## config.mk

```make
export PLATFORM = sky130hd
export DESIGN_NAME = button_rate_ctrl
export DESIGN_NICKNAME = d
export VERILOG_FILES = /design/src/rtl/button_rate_pkg.sv /design/src/rtl/button_debounce.sv /design/src/rtl/button_rate_ctrl.sv
export SDC_FILE = /design/constraint.sdc
export NUM_CORES = 1
export LEC_CHECK = 0
export CORE_AREA = 5 5 126 128
export CTS_BUF_LIST = sky130_fd_sc_hd__clkbuf_16
export DETAILED_ROUTE_END_ITERATION = 10
export DIE_AREA = 0 0 131 133
export DONT_BUFFER_PORTS = 1
export RECOVER_POWER = 25
export SLEW_MARGIN = 0
export SYNTH_ARGS = -nofsm -noshare
export SYNTH_HDL_FRONTEND = slang
export SYNTH_HIERARCHICAL = 1
export SYNTH_SLANG_ARGS = --single-unit
```

## constraint.sdc

```tcl
create_clock -name clk -period 4.8 [get_ports clk]
set_clock_uncertainty 0.2 [all_clocks]
set_input_delay 0.48 -clock clk [delete_from_list [all_inputs] [get_ports clk]]
set_output_delay 0.48 -clock clk [all_outputs]
set_load 0.005 [all_outputs]
```

## src/rtl/button_rate_pkg.sv

```systemverilog
// Shared types and constants for the button-driven rate controller.
// Includes the production defaults and the small DEBUG-scale set used in simulation.
package button_rate_pkg;

  typedef enum logic [1:0] {IDLE, HOLD, REPEAT, BLOCKED} state_t;

  typedef struct packed {
    logic up;
    logic dn;
  } btn_t;

  localparam int RATE_INIT_DEF = 800000;
  localparam int RATE_MIN_DEF  = 200000;
  localparam int RATE_MAX_DEF  = 3200000;

  localparam int DBG_RATE_INIT       = 10;
  localparam int DBG_RATE_MIN        = 4;
  localparam int DBG_RATE_MAX        = 40;
  localparam int DBG_STEP            = 1;
  localparam int DBG_DEBOUNCE_CYCLES = 4;
  localparam int DBG_REPEAT_DELAY    = 20;
  localparam int DBG_REPEAT_PERIOD   = 5;

  // Acceleration: step doubles after this many consecutive repeat steps.
  localparam int ACCEL_RUN       = 8;
  localparam int ACCEL_MAX_SHIFT = 4;

endpackage

```

## src/rtl/button_debounce.sv

```systemverilog
// Two-flop synchroniser plus stable-level counter for one active-low button.
// pressed is high once the synced input has been low for CYCLES consecutive cycles.
module button_debounce #(
  parameter int CYCLES = 60000
) (
  input  logic clk,
  input  logic reset,
  input  logic raw_n,
  output logic pressed
);

  localparam int CNT_W = $clog2(CYCLES + 1);

  logic [1:0]       sync;
  logic             level;
  logic [CNT_W-1:0] cnt;

  always_ff @(posedge clk) begin
    if (reset) begin
      sync  <= 2'b11;
      level <= 1'b1;
      cnt   <= '0;
    end else begin
      sync <= {sync[0], raw_n};
      if (sync[1] == level) begin
        cnt <= '0;
      end else if (cnt == CNT_W'(CYCLES - 1)) begin
        level <= ~level;
        cnt   <= '0;
      end else begin
        cnt <= cnt + 1'b1;
      end
    end
  end

  assign pressed = ~level;

endmodule

```

## src/rtl/button_rate_ctrl.sv

```systemverilog
// Debounced up/down buttons drive a saturating rate value with hold-to-auto-repeat.
// Optional BUTTON_RATE_ACCEL_EN doubles the repeat step every 8 repeats (capped at STEP<<4).
module button_rate_ctrl
  import button_rate_pkg::*;
#(
  parameter int RATE_W          = 26,
  parameter int RATE_INIT       = RATE_INIT_DEF,
  parameter int RATE_MIN        = RATE_MIN_DEF,
  parameter int RATE_MAX        = RATE_MAX_DEF,
  parameter int STEP            = 1000,
  parameter int DEBOUNCE_CYCLES = 60000,
  parameter int REPEAT_DELAY    = 30000000,
  parameter int REPEAT_PERIOD   = 3000000
) (
  input  logic              clk,
  input  logic              reset,
  input  logic              sw_up_n,
  input  logic              sw_down_n,
  output logic [RATE_W-1:0] rate,
  output logic              rate_changed,
  output logic              at_limit
);

  localparam int EXT     = RATE_W + 1;
  localparam int TMR_MAX = (REPEAT_DELAY > REPEAT_PERIOD) ? REPEAT_DELAY : REPEAT_PERIOD;
  localparam int TMR_W   = $clog2(TMR_MAX + 1);

  if (!(RATE_MIN <= RATE_INIT && RATE_INIT <= RATE_MAX &&
        64'(RATE_MAX) < (64'd1 << RATE_W))) begin : g_param_err
    $error("button_rate_ctrl: need RATE_MIN <= RATE_INIT <= RATE_MAX < 2**RATE_W");
  end

  btn_t btn;

  button_debounce #(.CYCLES(DEBOUNCE_CYCLES)) u_db_up (
    .clk(clk), .reset(reset), .raw_n(sw_up_n), .pressed(btn.up)
  );
  button_debounce #(.CYCLES(DEBOUNCE_CYCLES)) u_db_dn (
    .clk(clk), .reset(reset), .raw_n(sw_down_n), .pressed(btn.dn)
  );

  state_t             state, state_n;
  logic [TMR_W-1:0]   timer, timer_n;
  logic               dir, dir_n;  // 1 = up
  logic               do_step, step_up, active;
  logic [EXT-1:0]     step_val, sum, diff, up_val, dn_val;
  logic [RATE_W-1:0]  rate_n;
  logic               changed_n;

  assign active = dir ? btn.up : btn.dn;

  always_comb begin
    state_n = state;
    timer_n = timer;
    dir_n   = dir;
    do_step = 1'b0;
    step_up = dir;
    case (state)
      IDLE: begin
        if (btn.up && btn.dn) begin
          state_n = BLOCKED;
        end else if (btn.up ^ btn.dn) begin
          do_step = 1'b1;
          step_up = btn.up;
          dir_n   = btn.up;
          timer_n = TMR_W'(REPEAT_DELAY - 1);
          state_n = HOLD;
        end
      end
      HOLD, REPEAT: begin
        if (btn.up && btn.dn) begin
          state_n = BLOCKED;
        end else if (!active) begin
          state_n = IDLE;
        end else if (timer == '0) begin
          do_step = 1'b1;
          timer_n = TMR_W'(REPEAT_PERIOD - 1);
          state_n = REPEAT;
        end else begin
          timer_n = timer - 1'b1;
        end
      end
      BLOCKED: begin
        if (!btn.up && !btn.dn) state_n = IDLE;
      end
      default: state_n = IDLE;
    endcase
  end

`ifdef BUTTON_RATE_ACCEL_EN
  logic [2:0] rep_cnt, rep_cnt_n;
  logic [2:0] shift, shift_n;

  always_comb begin
    rep_cnt_n = rep_cnt;
    shift_n   = shift;
    if (state_n == IDLE || state_n == BLOCKED) begin
      rep_cnt_n = '0;
      shift_n   = '0;
    end else if (state == REPEAT && do_step) begin
      if (rep_cnt == 3'(ACCEL_RUN - 1)) begin
        rep_cnt_n = '0;
        if (shift < 3'(ACCEL_MAX_SHIFT)) shift_n = shift + 1'b1;
      end else begin
        rep_cnt_n = rep_cnt + 1'b1;
      end
    end
  end

  always_ff @(posedge clk) begin
    if (reset) begin
      rep_cnt <= '0;
      shift   <= '0;
    end else begin
      rep_cnt <= rep_cnt_n;
      shift   <= shift_n;
    end
  end

  assign step_val = EXT'(STEP) << shift;
`else
  assign step_val = EXT'(STEP);
`endif

  // Saturating arithmetic one bit wider than rate so the down step cannot wrap.
  always_comb begin
    sum       = {1'b0, rate} + step_val;
    diff      = {1'b0, rate} - step_val;
    up_val    = (sum > EXT'(RATE_MAX)) ? EXT'(RATE_MAX) : sum;
    dn_val    = (diff[RATE_W] || diff < EXT'(RATE_MIN)) ? EXT'(RATE_MIN) : diff;
    rate_n    = rate;
    changed_n = 1'b0;
    if (do_step) begin
      rate_n    = RATE_W'(step_up ? up_val : dn_val);
      changed_n = (rate_n != rate);
    end
  end

  always_ff @(posedge clk) begin
    if (reset) begin
      state        <= IDLE;
      timer        <= '0;
      dir          <= 1'b0;
      rate         <= RATE_W'(RATE_INIT);
      rate_changed <= 1'b0;
    end else begin
      state        <= state_n;
      timer        <= timer_n;
      dir          <= dir_n;
      rate         <= rate_n;
      rate_changed <= changed_n;
    end
  end

  assign at_limit = (rate == RATE_W'(RATE_MIN)) || (rate == RATE_W'(RATE_MAX));

endmodule

```

== Yosys cells after proc, flatten, opt, wreduce, memory -nomap -nowiden ==
Cells that the tools add are included.
Word-level totals
  output and inout port bits: 28
  flip-flop bits (word level): 93
  bits of input ports: 4
Operators by class
  bitwise logic cells: 6
  add/sub/neg operators: 5
  equal/unequal tests: 17
  magnitude comparators: 2
  reduce and logical (&&, ||, !) cells: 15
  multiplexer cells: 26
Operators by type and width (count)
  $mux 25: 5
  $mux 26: 3
  $pmux 25 s2: 1
  $add 16x1->16 const B: 2
  $eq 16x16->1 const B: 2
  $add 26x10->27 const B: 1
  $gt 27x22->1 const B: 1
  $lt 27x18->1 const B: 1
  $sub 26x10->27 const B: 1
  $eq 26x18->1 const B: 1
  $eq 26x22->1 const B: 1
  $ne 26x26->1: 1
  $logic_not 25->1: 1
  $sub 25x1->25 const B: 1
  $mux 2: 6
  $ne 2x2->1 const B: 5
  $mux 1: 9
  $pmux 2 s3: 1
  $reduce_or 3->1: 2
  $not 1->1: 5
  $reduce_and 5->1: 1
  $eq 2x2->1 const B: 2
  $ne 4x4->1 const B: 1
  $reduce_and 2->1: 2
  other kinds (11): 15

== Depth between registers and ports, before layout ==
Gate-level depths: netlist of the first run.
  depth in word-level cells: 7
  gate-level depth with buffers: 16
  depth with buffers taken out: 14

== Cells and area by module ==
Netlist of the first run, hierarchy kept.
Modules (own cells, without submodules)
  button_rate_ctrl: times used 1, seq. area each 1101.1 um^2, cells an instance 664, area an instance 4626.9 um^2
  button_debounce: times used 2, seq. area each 380.4 um^2, cells an instance 87, area an instance 883.3 um^2

== Least setup slack after synthesis of the first run ==
OpenSTA, ideal clock, no wires.
  path type: reg-to-reg
  start: reg rate[4]
  end: reg rate_changed
  stages on the path, launching flop included: 17
  required time: 4.466 ns
  path slack: 1.039 ns
  arrival: 3.427 ns
  path buffers: 3
  library setup time: 0.134 ns
  path through: dfxtp_1 > clkbuf_1 > inv_1 > ha_1 > clkbuf_1 > or4_1 > a211oi_1 > nand2_1 > a32o_1 > a2bb2oi_1 > o21ai_1 > buf_4 > o21ai_0 > o21ai_0 > a211o_1 > nor4_1 > a211oi_1
Between the ends
  word-level cells in the longest chain between the ends: 6
  elaborated cells on any way between the ends: 9
RTL lines
  start: declaration: line button_rate_ctrl.sv:19  | output logic [RATE_W-1:0] rate,
  start signal: assignment: line button_rate_ctrl.sv:144  | rate <= RATE_W'(RATE_INIT);
  start signal: assignment: line button_rate_ctrl.sv:150  | rate <= rate_n;
  $sub 26x10->27: line button_rate_ctrl.sv:128  | diff = {1'b0, rate} - step_val;
  $lt 27x18->1: line button_rate_ctrl.sv:130  | dn_val = (diff[RATE_W] || diff < EXT'(RATE_MIN)) ? EXT'(RATE_MIN) : diff;
  $logic_or 1x1->1: line button_rate_ctrl.sv:130
  $mux 26: line button_rate_ctrl.sv:130
  $mux 26: line button_rate_ctrl.sv:134  | rate_n = RATE_W'(step_up ? up_val : dn_val);
  $ne 26x26->1 (*): line button_rate_ctrl.sv:135  | changed_n = (rate_n != rate);
  end signal: assignment: line button_rate_ctrl.sv:151  | rate_changed <= changed_n;
  end: declaration: line button_rate_ctrl.sv:20  | output logic rate_changed,
Mark *: on every way between the ends. The rest lies on a longest branch, timed or not.
A chain may end at the register's enable or synchronous reset.

== Worst setup path in the final report of the first run ==
  start: reg rate[6]
  end: reg rate_changed
Same word-level chain as after synthesis.

==> results.sh, run 1 <==
export IMPL_hold_viol=0
export IMPL_clk_pin_slew_worst_paths_ns=0.08
export IMPL_reg2reg_depth=14
export IMPL_initial_core_util_pct=43.3
export IMPL_root_buffer="clkbuf_16"
export IMPL_setup_viol=0
export IMPL_top_usage_layer="met2"
export IMPL_power_density_nw_per_um2=237
export IMPL_die_area_um2=17400
export IMPL_fin_crit_ns=4.57
export IMPL_nFillCells=1465
export IMPL_syn_area_per_cell_um2=7.63
export IMPL_num_rows=45
export IMPL_critPathLaunchType="flip-flop"
export IMPL_rr_endpoint="rate_changed"
export IMPL_hold_class="in2reg"
export IMPL_ir_worst_vdd_uv=176
export IMPL_status="completed"
export IMPL_yosysTopAreaCell="dfxtp_1"
export IMPL_max_slew_margin_pct=47.1
export IMPL_critPathKind="reg2reg"
export IMPL_wl_per_cell_um=20.9
export IMPL_hpwl_mm=14.9
export IMPL_setup_worst_path_end="rate_changed"
export IMPL_syn_inst=838
export IMPL_first_global_vias=6182
export IMPL_die_w_um=131
export IMPL_grt_ovfl_total=0
export IMPL_critPathTopFamily="simple AND/OR/NAND/NOR gates"
export IMPL_crit_start="rate[6]"
export IMPL_rsz0062_at_grt="no"
export IMPL_ys_warnings_count=6
export IMPL_first_pass_iters=6
export IMPL_grt_usage_pct=24.7
export IMPL_vias=6391
export IMPL_report_final_slew_viol_count=0
export IMPL_crit_buf_inv=3
export IMPL_n_antenna_cell=0
export IMPL_crit_arrival_ns=4.58
export IMPL_drt_iter0_drc=683
export IMPL_place_gp_congestion=0.973
export IMPL_grt_pass1_wl_mm=34.1
export IMPL_antenna_found_initial=0
export IMPL_totalWireLength_mm=21.1
export IMPL_fmax_ghz=0.219
export IMPL_use_met3_pct=7.75
export IMPL_synthAdderAreaFrac_pct=2.15
export IMPL_cts_setup_buffers=0
export IMPL_grtUsageMet2_pct=36.6
export IMPL_critPathSlowestCell="dfxtp_1"
export IMPL_synth_top_family_by_area="simple AND/OR/NAND/NOR gates"
export IMPL_fin_crit_sh_pct=95.1
export IMPL_cap_violations=0
export IMPL_synth_area_um2=6390
export IMPL_cts_tree="built"
export IMPL_yosysSeqAreaShare_pct=29.1
export IMPL_synth_top_area_share_pct=29.1
export IMPL_fp_coreArea_um2=14800
export IMPL_crit_path_max_incr_delay_ns=0.68
export IMPL_leakage_uw=0.00239
export IMPL_grt_util_met1_pct=33.4
export IMPL_area_growth_pct=7.61
export IMPL_hp_start="sw_up_n"
export IMPL_cts_sinks=93
export IMPL_synthSimpleGateAreaFrac_pct=31.8
export IMPL_grt_max_degree=35
export IMPL_final_layout_size_suffix_gt1_share_pct=11.7
export IMPL_yosysUniqueCellTypes=82
export IMPL_critical_path_max_fanout=13
export IMPL_worstMarginPinSlew_ns=0.793
export IMPL_ys_top_cells_by_area="dfxtp_1 (29%), nor2_1 (4.9%), o21ai_0 (4.5%), a21oi_1 (4.4%), xor2_1 (4.4%)"
export IMPL_synth_edf_count=0
export IMPL_synth_ff_type="dfxtp_1"
export IMPL_drc=0
export IMPL_ys_async_sr_fraction_pct=0
export IMPL_fin_tns_setup_ns=0
export IMPL_ant_nets=0
export IMPL_path_cells="buf_4, nand3b_1, nor2_1, nor3_1, xnor2_1, nand4_1, o21ai_1, buf_4, buf_4, a2bb2oi_1, xnor2_1, a211o_1, nor4_1, a211oi_1"
export IMPL_r2r_start="rate[6]"
export IMPL_synth_fp_nets=853
export IMPL_synth_seq_cells=93
export IMPL_synth_compound_area_share_pct=22.3
export IMPL_r2r_slack_ns=0.23
export IMPL_clk_latency_ns=0.36
export IMPL_crit_top_cell="buf_4"
export IMPL_io_pins=32
export IMPL_cts_buffer_depth=2
export IMPL_placement_io_buffers=0
export IMPL_cts_htree_levels=3
export IMPL_die_y_um=133
export IMPL_holdWs_ns=0.0228
export IMPL_crit_cells=14
export IMPL_viasPerCell=6.32
export IMPL_synth_xor_area_share_pct=7.53
export IMPL_nets=834
export IMPL_required_ns=4.81
export IMPL_muxShareOfSynthArea_pct=1.17
export IMPL_numCtsBuffers=9
export IMPL_end_kind="flip-flop"
-- synthesized netlist by cell type (7+ instances only) --
cell type,instances
inv_1,15
a31oi_1,11
nor2_1,84
a21oi_1,56
nand2_1,69
and2_1,12
nor4_1,17
dfxtp_1,93
nor2_2,20
nand4_1,22
clkbuf_1,44
nand2b_1,7
and4_1,9
or2_2,7
a311oi_1,7
or4_1,7
and3_1,10
xor2_1,32
or3_1,19
xnor2_1,23
ha_1,11
o21ai_0,58
nand3_1,26
nor3_1,35
a211oi_1,15
-- logic make-up after synthesis --
logic type               Yosys count
AND/OR/NAND/NOR                  376
AO/OA/AOI/OAI                    217
flip-flops                        93
buffers and inverters             79
XOR/XNOR                          55
adder cells (fa/ha/maj)           11
multiplexers                       7
-- per-stage QoR --
stage          cell area [µm²]  total power (µW)  std cells  setup WS (ns)  util, %
6_report                  6880              1630       1012          0.233     46.6
3_3_place_gp              6550               891        994          0.344     44.4
5_1_grt                   6880              1690       1012         0.0379     46.6
2_1_floorplan             6390               879        838           1.04        -
4_1_cts                   6880              1650       1012          0.298     46.7
3_5_place_dp              6550               894        994          0.354     44.4
-- registers in the layout, summed over array words and instances, names as in the netlist --
register / cells
u_db_dn/cnt: 16
state: 2
rate_changed: 1
u_db_dn/level: 1
u_db_up/sync: 2
rate: 26
u_db_dn/sync: 2
u_db_up/cnt: 16
dir: 1
timer: 25
u_db_up/level: 1
-- routing by layer --
metal | up-vias | part of all wire [%]
li1 | 3033 | -
met1 | 3001 | 42
met2 | 308 | 45
met3 | 49 | 9.8
met4 | 0 | 3.0
met5 | - | 0
-- cell type report --
| type | count | area, µm² | share of cell area [%] |
|---|---|---|---|
| clock buffer | 9 | 225 | 3.27 |
| clock inverter | 7 | 73.8 | 1.07 |
| inverter | 15 | 56.3 | 0.818 |
| multi-input combinational | 666 | 4170 | 60.5 |
| sequential | 93 | 1860 | 27.1 |
| tap | 188 | 235 | 3.42 |
| timing repair buffer | 34 | 263 | 3.82 |
-- worst min path at each step --
stage / end / slack (ns) / cells past startpoint
after floorplan: u_db_dn/sync[1] / 0.19 / 1
after global placement: u_db_dn/sync[1] / 0.20 / 1
after detailed placement: u_db_up/sync[1] / 0.20 / 1
after CTS: u_db_up/sync[0] / 0.01 / 1
after global routing: rate[7] / 0.01 / 1
final: u_db_up/sync[0] / 0.02 / 1
-- power by group --
| part | total (µW) | leakage (µW) | switching (µW) | internal (µW) |
|---|---|---|---|---|
| combinational | 103 | 0.00148 | 70.5 | 32.3 |
| clock | 742 | 0.000151 | 334 | 408 |
| sequential | 785 | 0.000750 | 6.53 | 779 |
-- placed cells by master, fill, tap and decap left out, types with 4 or more instances in the layout --
cell	count
o211ai_1	5
nor2_2	20
nand3_1	26
o21ai_0	57
a311oi_1	7
buf_4	30
nor4_1	17
nand2_1	69
xnor2_1	23
and2_1	12
xor2_1	32
nor3_1	35
a21oi_1	56
or2_2	7
o22ai_1	6
or4_1	7
and4_1	9
a211o_1	4
o21a_1	4
nor3b_1	5
and3_1	10
a31oi_1	11
o31ai_1	4
dfxtp_1	93
a211oi_1	13
inv_1	15
nor2_1	84
and4b_1	4
nor2b_1	6
clkbuf_16	9
ha_1	11
or3_1	19
nand2b_1	7
mux2i_1	6
nand4_1	22
-- timing repair --
item / 4_1_cts / 5_1_grt
hold buffers: 2 / 0
gates resized for setup: 0 / 1
endpoints found under the hold margin: 34 / 0
setup endpoints to repair: 0 / 1
No activity file was read; power rests on OpenSTA's default activity.
==> run 2: changes to the inputs <==
--- a/config.mk
+++ b/config.mk
@@ -5,11 +5,14 @@
 export SDC_FILE = /design/constraint.sdc
 export NUM_CORES = 1
 export LEC_CHECK = 0
+export CELL_PAD_IN_SITES_DETAIL_PLACEMENT = 1
+export CELL_PAD_IN_SITES_GLOBAL_PLACEMENT = 1
 export CORE_AREA = 5 5 126 128
 export CTS_BUF_LIST = sky130_fd_sc_hd__clkbuf_16
 export DETAILED_ROUTE_END_ITERATION = 10
 export DIE_AREA = 0 0 131 133
 export DONT_BUFFER_PORTS = 1
+export PLACE_DENSITY_LB_ADDON = 0.1
 export RECOVER_POWER = 25
 export SLEW_MARGIN = 0
 export SYNTH_ARGS = -nofsm -noshare
==> run 2 against run 1 <==
Net effect: core utilization is 0.20 points lower; die area is the same; sequential power barely moved; total power down 3.5%; combinational power grew 5%; design area decreased by 0.42%; global-route usage rose by 1.4 points; critical endpoint unchanged; largest power group unchanged.
==> results.sh, run 2 (synthesized netlist as in run 1, its figures left out) <==
export IMPL_report_final_slew_viol_count=0
export IMPL_place_gp_congestion=0.981
export IMPL_status="completed"
export IMPL_leakage_uw=0.00235
export IMPL_final_layout_size_suffix_gt1_share_pct=11.0
export IMPL_seqPwrFrac_pct=50.0
export IMPL_regMostFlops="rate"
export IMPL_hold_class="in2reg"
export IMPL_clk_pin_slew_worst_paths_ns=0.07
export IMPL_reg_top3="rate: 26 flops, timer: 25 flops"
export IMPL_io_pins=32
export IMPL_cap_violations=0
export IMPL_totalWireLength_mm=22.5
export IMPL_first_pass_iters=5
export IMPL_fin_crit_sh_pct=93.0
export IMPL_utilization_pct=46.4
export IMPL_first_global_vias=6366
export IMPL_grt_max_degree=35
export IMPL_sw_frac_of_total_pct=26.0
export IMPL_clkPwrFrac_pct=43.2
export IMPL_fin_crit_ns=4.47
export IMPL_switchingPower_uw=408
export IMPL_hp_start="reset"
export IMPL_grt_usage_pct=26.1
export IMPL_clk_latency_ns=0.36
export IMPL_crit_arrival_ns=4.48
export IMPL_power_density_nw_per_um2=229
export IMPL_reg2reg_depth=12
export IMPL_critPathKind="reg2reg"
export IMPL_ant_nets=0
export IMPL_viasPerCell=6.37
export IMPL_area_growth_pct=7.16
export IMPL_cts_buffer_depth=2
export IMPL_setup_viol=0
export IMPL_fmax_ghz=0.224
export IMPL_die_y_um=133
export IMPL_layout_common_cells="dfxtp_1 (92), nor2_1 (84), nand2_1 (69), o21ai_0 (57), a21oi_1 (56)"
export IMPL_largest_register_ffs=26
export IMPL_holdPathEnd="rate[9]"
export IMPL_drc=0
export IMPL_numCtsBuffers=9
export IMPL_r2r_slack_ns=0.33
export IMPL_p_total_uw=1570
export IMPL_n_antenna_cell=0
export IMPL_wl_per_cell_um=22.2
export IMPL_max_slew_margin_pct=34.1
export IMPL_crit_buf_inv=1
export IMPL_antenna_found_initial=1
export IMPL_intPower_uw=1160
export IMPL_final_common_cell="dfxtp_1"
export IMPL_grt_ovfl_total=0
export IMPL_cts_htree_levels=3
export IMPL_r2r_start="rate[17]"
export IMPL_grt_pass1_wl_mm=35.8
export IMPL_critPathTopFamily="simple AND/OR/NAND/NOR gates"
export IMPL_drt_iter0_drc=400
export IMPL_hpwl_mm=16.0
export IMPL_num_rows=45
export IMPL_hold_viol=0
export IMPL_die_w_um=131
export IMPL_critical_path_max_fanout=15
export IMPL_required_ns=4.81
export IMPL_end_kind="flip-flop"
export IMPL_placement_io_buffers=0
export IMPL_initial_core_util_pct=43.3
export IMPL_root_buffer="clkbuf_16"
export IMPL_path_cells="clkbuf_1, nor4_1, nand3_1, nor3_2, xnor2_1, nand4_1, o21a_1, a21oi_4, mux2_4, a2111oi_0, and4b_1, a211oi_1"
export IMPL_rsz0062_at_grt="no"
export IMPL_worstMarginPinSlew_ns=0.988
export IMPL_combPwrFrac_pct=6.9
export IMPL_die_area_um2=17400
export IMPL_nets=835
export IMPL_crit_path_max_incr_delay_ns=0.64
export IMPL_rr_endpoint="rate_changed"
export IMPL_critPathSlowestCell="nor4_1"
export IMPL_fin_tns_setup_ns=0
export IMPL_hold_depth=1
export IMPL_fp_coreArea_um2=14800
export IMPL_ir_worst_vdd_uv=155
export IMPL_critPathLaunchType="flip-flop"
export IMPL_cts_sinks=93
export IMPL_cts_tree="built"
export IMPL_vias=6450
## run 2: power by group through the flow
| stage | sequential [µW] | clock, µW | combinational (µW) |
|---|---|---|---|
| 2_1_floorplan | 801 | 0 | 77.9 |
| 3_3_place_gp | 802 | 0 | 90.7 |
| 3_5_place_dp | 803 | 0 | 96.3 |
| 4_1_cts | 785 | 701 | 108 |
| 5_1_grt | 786 | 733 | 119 |
| 6_report | 785 | 679 | 108 |
## run 2: how the worst max path moves through the flow
stage,startpoint,to,cells past startpoint
2_1_floorplan,rate[4],rate_changed,16
3_3_place_gp,rate[4],rate_changed,14
3_5_place_dp,rate[4],rate_changed,14
4_1_cts,rate[4],rate_changed,14
5_1_grt,rate[17],rate_changed,12
6_report,rate[17],rate_changed,12
## run 2: layer usage
metal / vias to the layer above / routed length, µm / GRT usage, %
met4: 2 / 685 / 9.54
li1: 3025 / - / -
met1: 3148 / 9830 / 35.2
met2: 226 / 10000 / 39.6
met5: - / 60 / 0
met3: 49 / 1850 / 7.35
## run 2: layout make-up
cell class | count | area (µm²)
sequential | 93 | 1860
clock buffer | 9 | 225
tap | 188 | 235
timing repair buffer | 35 | 246
fill | 1851 | 7900
inverter | 15 | 56.3
clock inverter | 7 | 50.0
multi-input combinational | 666 | 4180
## run 2: repair_timing
item,in CTS,in global routing
endpoints found under the setup margin,0,1
hold endpoints to repair,34,0
hold buffers,3,0
resized for setup,0,4
setup buffers,0,3
## run 2: stage by stage
stage	hold WS, ns	worst slack, ns	std cells	cell area [µm²]
after detailed placement	0.202	0.297	991	6530
after CTS	0.00451	0.257	1010	6850
after global placement	0.200	0.192	991	6530
after global routing	0.00404	0.0912	1013	6850
after floorplan	0.189	1.04	838	6390
final	0.0139	0.335	1013	6850
